===== src/rtl/fp_operand_aligner.sv =====
// FP adder front end: unpacks two operands, orders them by magnitude and right-aligns the smaller
// mantissa with guard/round/sticky. Two-stage valid/ready pipeline with no skid buffer.
module fp_operand_aligner #(
    parameter int unsigned EXP_W = 8,
    parameter int unsigned MAN_W = 23
) (
    input  logic                   clk,
    input  logic                   rst_n,
    input  logic                   in_valid,
    output logic                   in_ready,
    input  logic [EXP_W+MAN_W:0]   a,
    input  logic [EXP_W+MAN_W:0]   b,
    output logic                   out_valid,
    input  logic                   out_ready,
    output logic                   sa,
    output logic                   sb,
    output logic                   a_lt_b,
    output logic                   eff_sub,
    output logic [EXP_W-1:0]       exp_max,
    output logic [MAN_W:0]         man_big,
    output logic [MAN_W+3:0]       man_small_al,
    output logic                   special
);

    localparam int unsigned W    = 1 + EXP_W + MAN_W;
    localparam int unsigned AL_W = MAN_W + 4;

    // Unpack
    logic [EXP_W-1:0] exp_a_f, exp_b_f, eexp_a, eexp_b;
    logic [MAN_W:0]   full_a, full_b;
    logic             lt_c, special_c;
    logic [EXP_W-1:0] exp_big_c, exp_small_c, d_c;
    logic [MAN_W:0]   big_c, small_c;

    always_comb begin
        exp_a_f   = a[W-2 -: EXP_W];
        exp_b_f   = b[W-2 -: EXP_W];
        eexp_a    = (|exp_a_f) ? exp_a_f : EXP_W'(1);
        eexp_b    = (|exp_b_f) ? exp_b_f : EXP_W'(1);
        full_a    = {|exp_a_f, a[MAN_W-1:0]};
        full_b    = {|exp_b_f, b[MAN_W-1:0]};
        // Raw {exp,man} fields order identically to magnitude, denormals included.
        lt_c      = a[W-2:0] < b[W-2:0];
        special_c = (&exp_a_f) | (&exp_b_f);
        if (lt_c) begin
            exp_big_c   = eexp_b;
            exp_small_c = eexp_a;
            big_c       = full_b;
            small_c     = full_a;
        end else begin
            exp_big_c   = eexp_a;
            exp_small_c = eexp_b;
            big_c       = full_a;
            small_c     = full_b;
        end
        d_c = exp_big_c - exp_small_c;
    end

    // Handshake
    logic v1_q, v2_q, adv1, adv2, accept, load2;

    always_comb begin
        adv2     = ~v2_q | out_ready;
        adv1     = ~v1_q | adv2;
        in_ready = adv1;
        accept   = in_valid & adv1;
        load2    = adv2 & v1_q;
    end

    // Stage 1 registers
    logic             s1_sa_q, s1_sb_q, s1_lt_q, s1_special_q;
    logic [EXP_W-1:0] s1_exp_q, s1_d_q;
    logic [MAN_W:0]   s1_big_q, s1_small_q;

    always_ff @(posedge clk or negedge rst_n) begin
        if (!rst_n) begin
            v1_q         <= 1'b0;
            s1_sa_q      <= 1'b0;
            s1_sb_q      <= 1'b0;
            s1_lt_q      <= 1'b0;
            s1_special_q <= 1'b0;
            s1_exp_q     <= '0;
            s1_d_q       <= '0;
            s1_big_q     <= '0;
            s1_small_q   <= '0;
        end else begin
            if (adv1) begin
                v1_q <= in_valid;
            end
            if (accept) begin
                s1_sa_q      <= a[W-1];
                s1_sb_q      <= b[W-1];
                s1_lt_q      <= lt_c;
                s1_special_q <= special_c;
                s1_exp_q     <= exp_big_c;
                s1_d_q       <= d_c;
                s1_big_q     <= big_c;
                s1_small_q   <= small_c;
            end
        end
    end

    // Alignment shift with sticky collection
    logic [AL_W-1:0] ext, lost, al_c;

    always_comb begin
        ext  = {s1_small_q, 3'b000};
        lost = '0;
        if (32'(s1_d_q) >= AL_W) begin
            al_c = {{(AL_W-1){1'b0}}, |s1_small_q};
        end else begin
            lost = ext & ~({AL_W{1'b1}} << s1_d_q);
            al_c = (ext >> s1_d_q) | {{(AL_W-1){1'b0}}, |lost};
        end
    end

    // Stage 2 (output) registers
    logic             sa_q, sb_q, lt_q, special_q;
    logic [EXP_W-1:0] exp_q;
    logic [MAN_W:0]   big_q;
    logic [AL_W-1:0]  al_q;

    always_ff @(posedge clk or negedge rst_n) begin
        if (!rst_n) begin
            v2_q      <= 1'b0;
            sa_q      <= 1'b0;
            sb_q      <= 1'b0;
            lt_q      <= 1'b0;
            special_q <= 1'b0;
            exp_q     <= '0;
            big_q     <= '0;
            al_q      <= '0;
        end else begin
            if (adv2) begin
                v2_q <= v1_q;
            end
            if (load2) begin
                sa_q      <= s1_sa_q;
                sb_q      <= s1_sb_q;
                lt_q      <= s1_lt_q;
                special_q <= s1_special_q;
                exp_q     <= s1_exp_q;
                big_q     <= s1_big_q;
                al_q      <= al_c;
            end
        end
    end

    always_comb begin
        out_valid    = v2_q;
        sa           = sa_q;
        sb           = sb_q;
        a_lt_b       = lt_q;
        eff_sub      = sa_q ^ sb_q;
        exp_max      = exp_q;
        man_big      = big_q;
        man_small_al = al_q;
        special      = special_q;
    end

endmodule


===== config.mk =====
export PLATFORM = sky130hd
export DESIGN_NAME = fp_operand_aligner
export DESIGN_NICKNAME = d
export VERILOG_FILES = /design/src/rtl/fp_operand_aligner.sv
export SDC_FILE = /design/constraint.sdc
export NUM_CORES = 1
export LEC_CHECK = 0
export ABC_AREA = 1
export CORE_UTILIZATION = 55
export DETAILED_ROUTE_END_ITERATION = 10
export DONT_BUFFER_PORTS = 1
export PLACE_DENSITY = 0.73
export SLEW_MARGIN = 20
export SYNTH_ARGS = -nofsm -noshare
export SYNTH_HDL_FRONTEND = slang
export SYNTH_SLANG_ARGS = --single-unit

===== constraint.sdc =====
create_clock -name clk -period 1.45 [get_ports clk]
set_input_delay 0.145 -clock clk [delete_from_list [all_inputs] [get_ports clk]]
set_output_delay 0.145 -clock clk [all_outputs]
set_load 0.02 [all_outputs]

==> Yosys cells after proc, flatten, opt, wreduce, memory -nomap -nowiden <==
Index checks and enable logic that the tools add are counted.
{ "op_classes": {"addsub": 1, "magnitude_cmp": 2, "n_shift": 2, "mux": 7, "bitwise": 11, "n_reduce_logical": 6} }
{ "ops": {"columns": ["operator", "n"], "rows": [
  ["$mux 24", 2],
  ["$mux 8", 4],
  ["$lt 31x31->1", 1],
  ["$and 27x27->27", 1],
  ["$mux 27", 1],
  ["$not 27->27", 1],
  ["$or 27x1->27", 1],
  ["$reduce_or 27->1", 1],
  ["$shl 27x8->27 const A", 1],
  ["$shr 27x8->27", 1],
  ["$reduce_or 24->1", 1],
  ["$reduce_and 8->1", 2],
  ["$reduce_or 8->1", 2],
  ["$ge 8x5->1 const B", 1],
  ["$sub 8x8->8", 1],
  ["$or 1x1->1", 3],
  ["$and 1x1->1", 2],
  ["$not 1->1", 2],
  ["$xor 1x1->1", 1]
]} }
{ "word_totals": {"register_bits": 133} }

==> Logic depth before layout (Yosys ltp) <==
{ "depth": {"word_depth": 6, "ltp_mapped": 24, "mapped_depth_nobuf": 23} }

==> Least setup slack after synthesis <==
OpenSTA, ideal clock, no wires.
{ "synth_timing": {"path_type": "input to register", "startpoint": "in b[29]", "endpoint": "reg s1_d_q[6]", "setup_time_ns": 0.083, "arrival_time_ns": 2.716, "required_ns": 1.367, "slack_ns": -1.349, "cell_stages": 21, "path_buffers": 1, "cell_sequence": "inv_1 > ha_1 > nand2_1 > nor2_1 > and2_1 > nand2_1 > o21bai_1 > nor2_2 > nand2_2 > buf_2 > nand2_1 > nand2_1 > inv_1 > ha_1 > fa_1 > o21ai_0 > nand2_1 > nand2_1 > a21oi_1 > xor2_1 > o21ai_0"} }
{ "synth_via": {"elab_chain_cells": 4} }
{ "synth_lines": {"columns": ["item", "line_no", "rtl"], "rows": [
  ["from (decl)", "12", "input logic [EXP_W+MAN_W:0] b,"],
  ["branches (longest 3 deep; another with $lt 31x31->1)", null, null],
  ["$sub 8x8->8 *", "56", "d_c = exp_big_c - exp_small_c;"],
  ["to (signal assigned)", "83", "s1_d_q <= '0;"],
  ["to (signal assigned)", "96", "s1_d_q <= d_c;"],
  ["to (decl)", "72", "logic [EXP_W-1:0] s1_exp_q, s1_d_q;"]
]} }
Mark *: on every way between the ends.
A chain may end at the register's enable or synchronous reset.

==> Final worst setup path <==
{ "layout_timing": {"startpoint": "in b[28]", "endpoint": "reg s1_d_q[7]"} }
{ "layout_via": {"elab_chain_cells": 4} }
{ "layout_lines": {"columns": ["item", "line_no", "rtl"], "rows": [
  ["branches (longest 2 deep; another with $lt 31x31->1)", null, null],
  ["$mux 8 *", "45", "if (lt_c) begin"],
  ["via exp_big_c[4]", "32", "logic [EXP_W-1:0] exp_big_c, exp_small_c, d_c;"],
  ["$sub 8x8->8 *", "56", null]
]} }
Mark *: on every way through the listed nets, which the timed path passes.

==> flow_metrics.py <==
metrics = {
    "route": {
        "highest_layer": "met4",
        "avgViaCountPerCell": 6.053,
        "wl_met2_mm": 15.76,
        "wl_per_cell_um": 20.53,
        "drt-initial-drc-count": 1095,
        "wl_met3_mm": 3.287,
        "drc": 0,
        "wirelength_mm": 33.95,
        "ant_nets": 0,
        "vias": 10010,
        "first_pass_iters": 10,
        "met1Wirelength_mm": 12.67,
    },
    "synth": {
        "synth_cell_type_count": 47,
        "ys_seq_elements": 133,
        "syn_area_per_cell_um2": 6.910,
        "synth_nets": 1362,
        "synth_area_um2": 8680,
        "synth-seq-area-share_pct": 38.35,
        "synth_cells": 1256,
        "yosys_warnings": 0,
        "synth_edf_count": 0,
        "synthFlopType": "dfrtp_1",
        "async_flop_share_pct": 100.0,
    },
    "grt": {
        "grt_max_degree": 134,
        "antenna_found_initial": 1,
        "grt_pass1_vias": 9341,
        "grt_overflow": 0,
        "grt_usage_pct": 39.03,
        "grt_first_pass_wirelength_mm": 48.91,
    },
    "hold_path": {
        "hold_class": "in -> async",
    },
    "timing": {
        "fin_crit_ns": 2.458,
        "finalWorstSetupSlack_ns": -1.008,
        "finalHoldViolCount": 133,
        "hold_ws_ns": -0.5834,
        "fmax_ghz": 0.4069,
        "slew_headroom_pct": 63.42,
        "final_max_slew_viol_count": 0,
        "post-route-period-util_pct": 169.5,
        "rsz0062_at_grt": "true",
        "fin_skew_ns": 0.009834,
        "setup_viol": 87,
        "tightest_slew_ns": 0.5437,
    },
    "job": {
        "cap_violations": 0,
    },
    "clock_network": {
        "cts_max_path_buffers": 2,
        "cts_tree": "done",
        "cts.hold.buffers_added": 20,
        "ctsRootBufferMaster": "clkbuf_16",
        "clock_sinks": 133,
        "htree_levels": 4,
        "cts_buffers": 17,
        "clkLatencyLatePin_ns": 0.43,
        "path_clk_slew_ns": 0.07,
    },
    "pwr": {
        "p_sw_mw": 9.062,
        "p_clk_share_pct": 20.6,
        "irDropWorstVdd_mv": 1.037,
        "switching_share_pct": 44.86,
        "seqPwrFrac_pct": 30.9,
        "power_density_nw_per_um2": 1623,
        "p_int_mw": 11.14,
        "p_leak_nw": 6.290,
        "power_frac_comb_pct": 48.5,
    },
    "floorplanning": {
        "die_y_um": 127.6,
        "num_rows": 45,
        "core_um2": 15310,
        "start_util_pct": 56.67,
        "io_pins": 134,
        "die_width_um": 127.6,
        "die_area_um2": 16290,
    },
    "final_layout": {
        "most-common-layout-cells": "425 x nand2_1, 163 x nand3_1, 162 x buf_4",
        "stdcell_area_um2": 12450,
        "num_antenna_cells": 0,
        "num-fill-cells": 966,
        "drive_above_1_share_pct": 32.43,
        "nets": 1536,
        "area_growth_pct": 43.42,
        "final_common_cell": "nand2_1",
    },
    "outcome": {
        "violations": "negative hold slack, negative setup slack",
        "status": "finished, violations left",
    },
    "worst_setup_path": {
        "regToRegEndpoint": "man_small_al[0]$_DFFE_PN0P_",
        "setup.worst_path.class": "in -> reg",
        "crit_path_max_fanout": 6,
        "reg2regPathDepth": 11,
        "r2r_setup_slack_ns": -0.48,
        "crit_path_end_kind": "register",
        "worstPathArrival_ns": 2.81,
        "critical_path_required_ns": 1.80,
        "critPathLaunchType": "primary input",
        "startpoint": "b[28]",
        "timing.rr.start": "s1_d_q[7]$_DFFE_PN0P_",
    },
    "placement": {
        "gp_congestion": 0.9273,
        "dpl_cell_area_um2": 10160,
        "dp_hpwl_mm": 21.13,
        "placement.io_buffers": 0,
    },
}
-- through the flow --
stage               instances  util [%]  total power, mW  setup WS [ns]  setup TNS [ns]
finish                   1654     81.28            20.20         -1.008          -28.54
global route             1654     81.28            21.19         -1.101          -34.92
CTS                      1644     78.15            19.30        -0.7475          -26.21
detailed placement       1568     66.32            13.67         -1.459          -60.81
global placement         1568     66.32            13.51         -1.426          -62.01
floorplan                1256         -            10.80         -1.148          -13.14
-- routing by layer --
layer	track usage (%)	up-vias
li1	-	4443
met1	47.03	4736
met2	63.00	638
met3	10.34	195
met4	23.04	0
met5	0	-
-- cell type report --
cell class / count / area [µm²] / area share (%)
Clock buffer: 20 / 456.7 / 3.669
Clock inverter: 12 / 108.9 / 0.8745
Inverter: 105 / 457.9 / 3.679
Multi-Input combinational cell: 948 / 5776 / 46.40
Sequential cell: 133 / 3332 / 26.77
Tap cell: 211 / 264.0 / 2.121
Timing Repair Buffer: 224 / 2037 / 16.36
Timing Repair inverter: 1 / 16.27 / 0.1307
-- power groups by stage --
stage                     Sequential, mW  Combinational, mW  Clock (mW)
after CTS                           6.19               8.93        4.18
after floorplan                     5.94               4.86           0
final                               6.23               9.80        4.17
after global placement              6.20               7.31           0
after detailed placement            6.22               7.45           0
after global routing                6.32               10.5        4.36
-- timing repair --
item,4_1_cts,5_1_grt
endpoints found under the hold margin,155,133
setup endpoints to repair,91,92
setup buffers,22,8
gates resized for setup,181,89
cloned,4,3
pin swaps,77,34
-- state kept, by name (all words and copies together), names as in the netlist --
signal        flops
a_lt_b            1
exp_max           8
man_big          24
man_small_al     27
out_valid         1
s1_big_q         24
s1_d_q            8
s1_exp_q          8
s1_lt_q           1
s1_sa_q           1
s1_sb_q           1
s1_small_q       24
s1_special_q      1
sa                1
sb                1
special           1
v1_q              1
-- how the worst max path moves through the flow --
stage                                  endpoint  slack (ns)
after floorplan           s1_d_q[6]$_DFFE_PN0P_       -1.15
after global placement    s1_d_q[6]$_DFFE_PN0P_       -1.43
after detailed placement  s1_d_q[5]$_DFFE_PN0P_       -1.46
after CTS                 s1_d_q[6]$_DFFE_PN0P_       -0.75
after global routing      s1_d_q[5]$_DFFE_PN0P_       -1.10
final                     s1_d_q[7]$_DFFE_PN0P_       -1.01
-- critical path, cell delays in order --
cell,delay (ns)
inv_12,0.02
ha_4,0.24
a21oi_2,0.13
nor2_1,0.05
o21ai_1,0.13
buf_4,0.14
nand3_2,0.08
nor2_4,0.22
buf_6,0.17
buf_6,0.13
nand3_1,0.11
and2_1,0.18
ha_1,0.36
a21oi_1,0.25
o211ai_1,0.14
xor2_1,0.16
o21ai_0,0.14
-- synthesized netlist by cell type, types with 6 or more instances --
cell type / number / area, µm²
buf_2: 29 / 145.1
o21ai_1: 16 / 80.08
nor2_1: 40 / 150.1
and2_1: 7 / 43.79
inv_1: 97 / 364.1
dfrtp_1: 133 / 3328
a21oi_1: 35 / 175.2
nand4_1: 8 / 50.05
nand2_1: 469 / 1760
nand3_1: 212 / 1061
inv_2: 7 / 26.28
buf_1: 10 / 37.54
o21ai_0: 60 / 300.3
ha_1: 37 / 462.9
buf_6: 6 / 67.56
buf_4: 6 / 45.04
clkbuf_1: 20 / 75.07
-- kinds of logic after synthesis --
kind of cell               Yosys count  share of synthesized area [%]
AOI/OAI and AO/OA                  142                          9.226
and+or+nand+nor                    761                          37.36
buffers and inverters              177                          8.995
adders and majority gates           38                          5.564
DFF                                133                          38.35
xor gates and xnor gates             5                         0.5045
(Power assumes the default switching activity.)
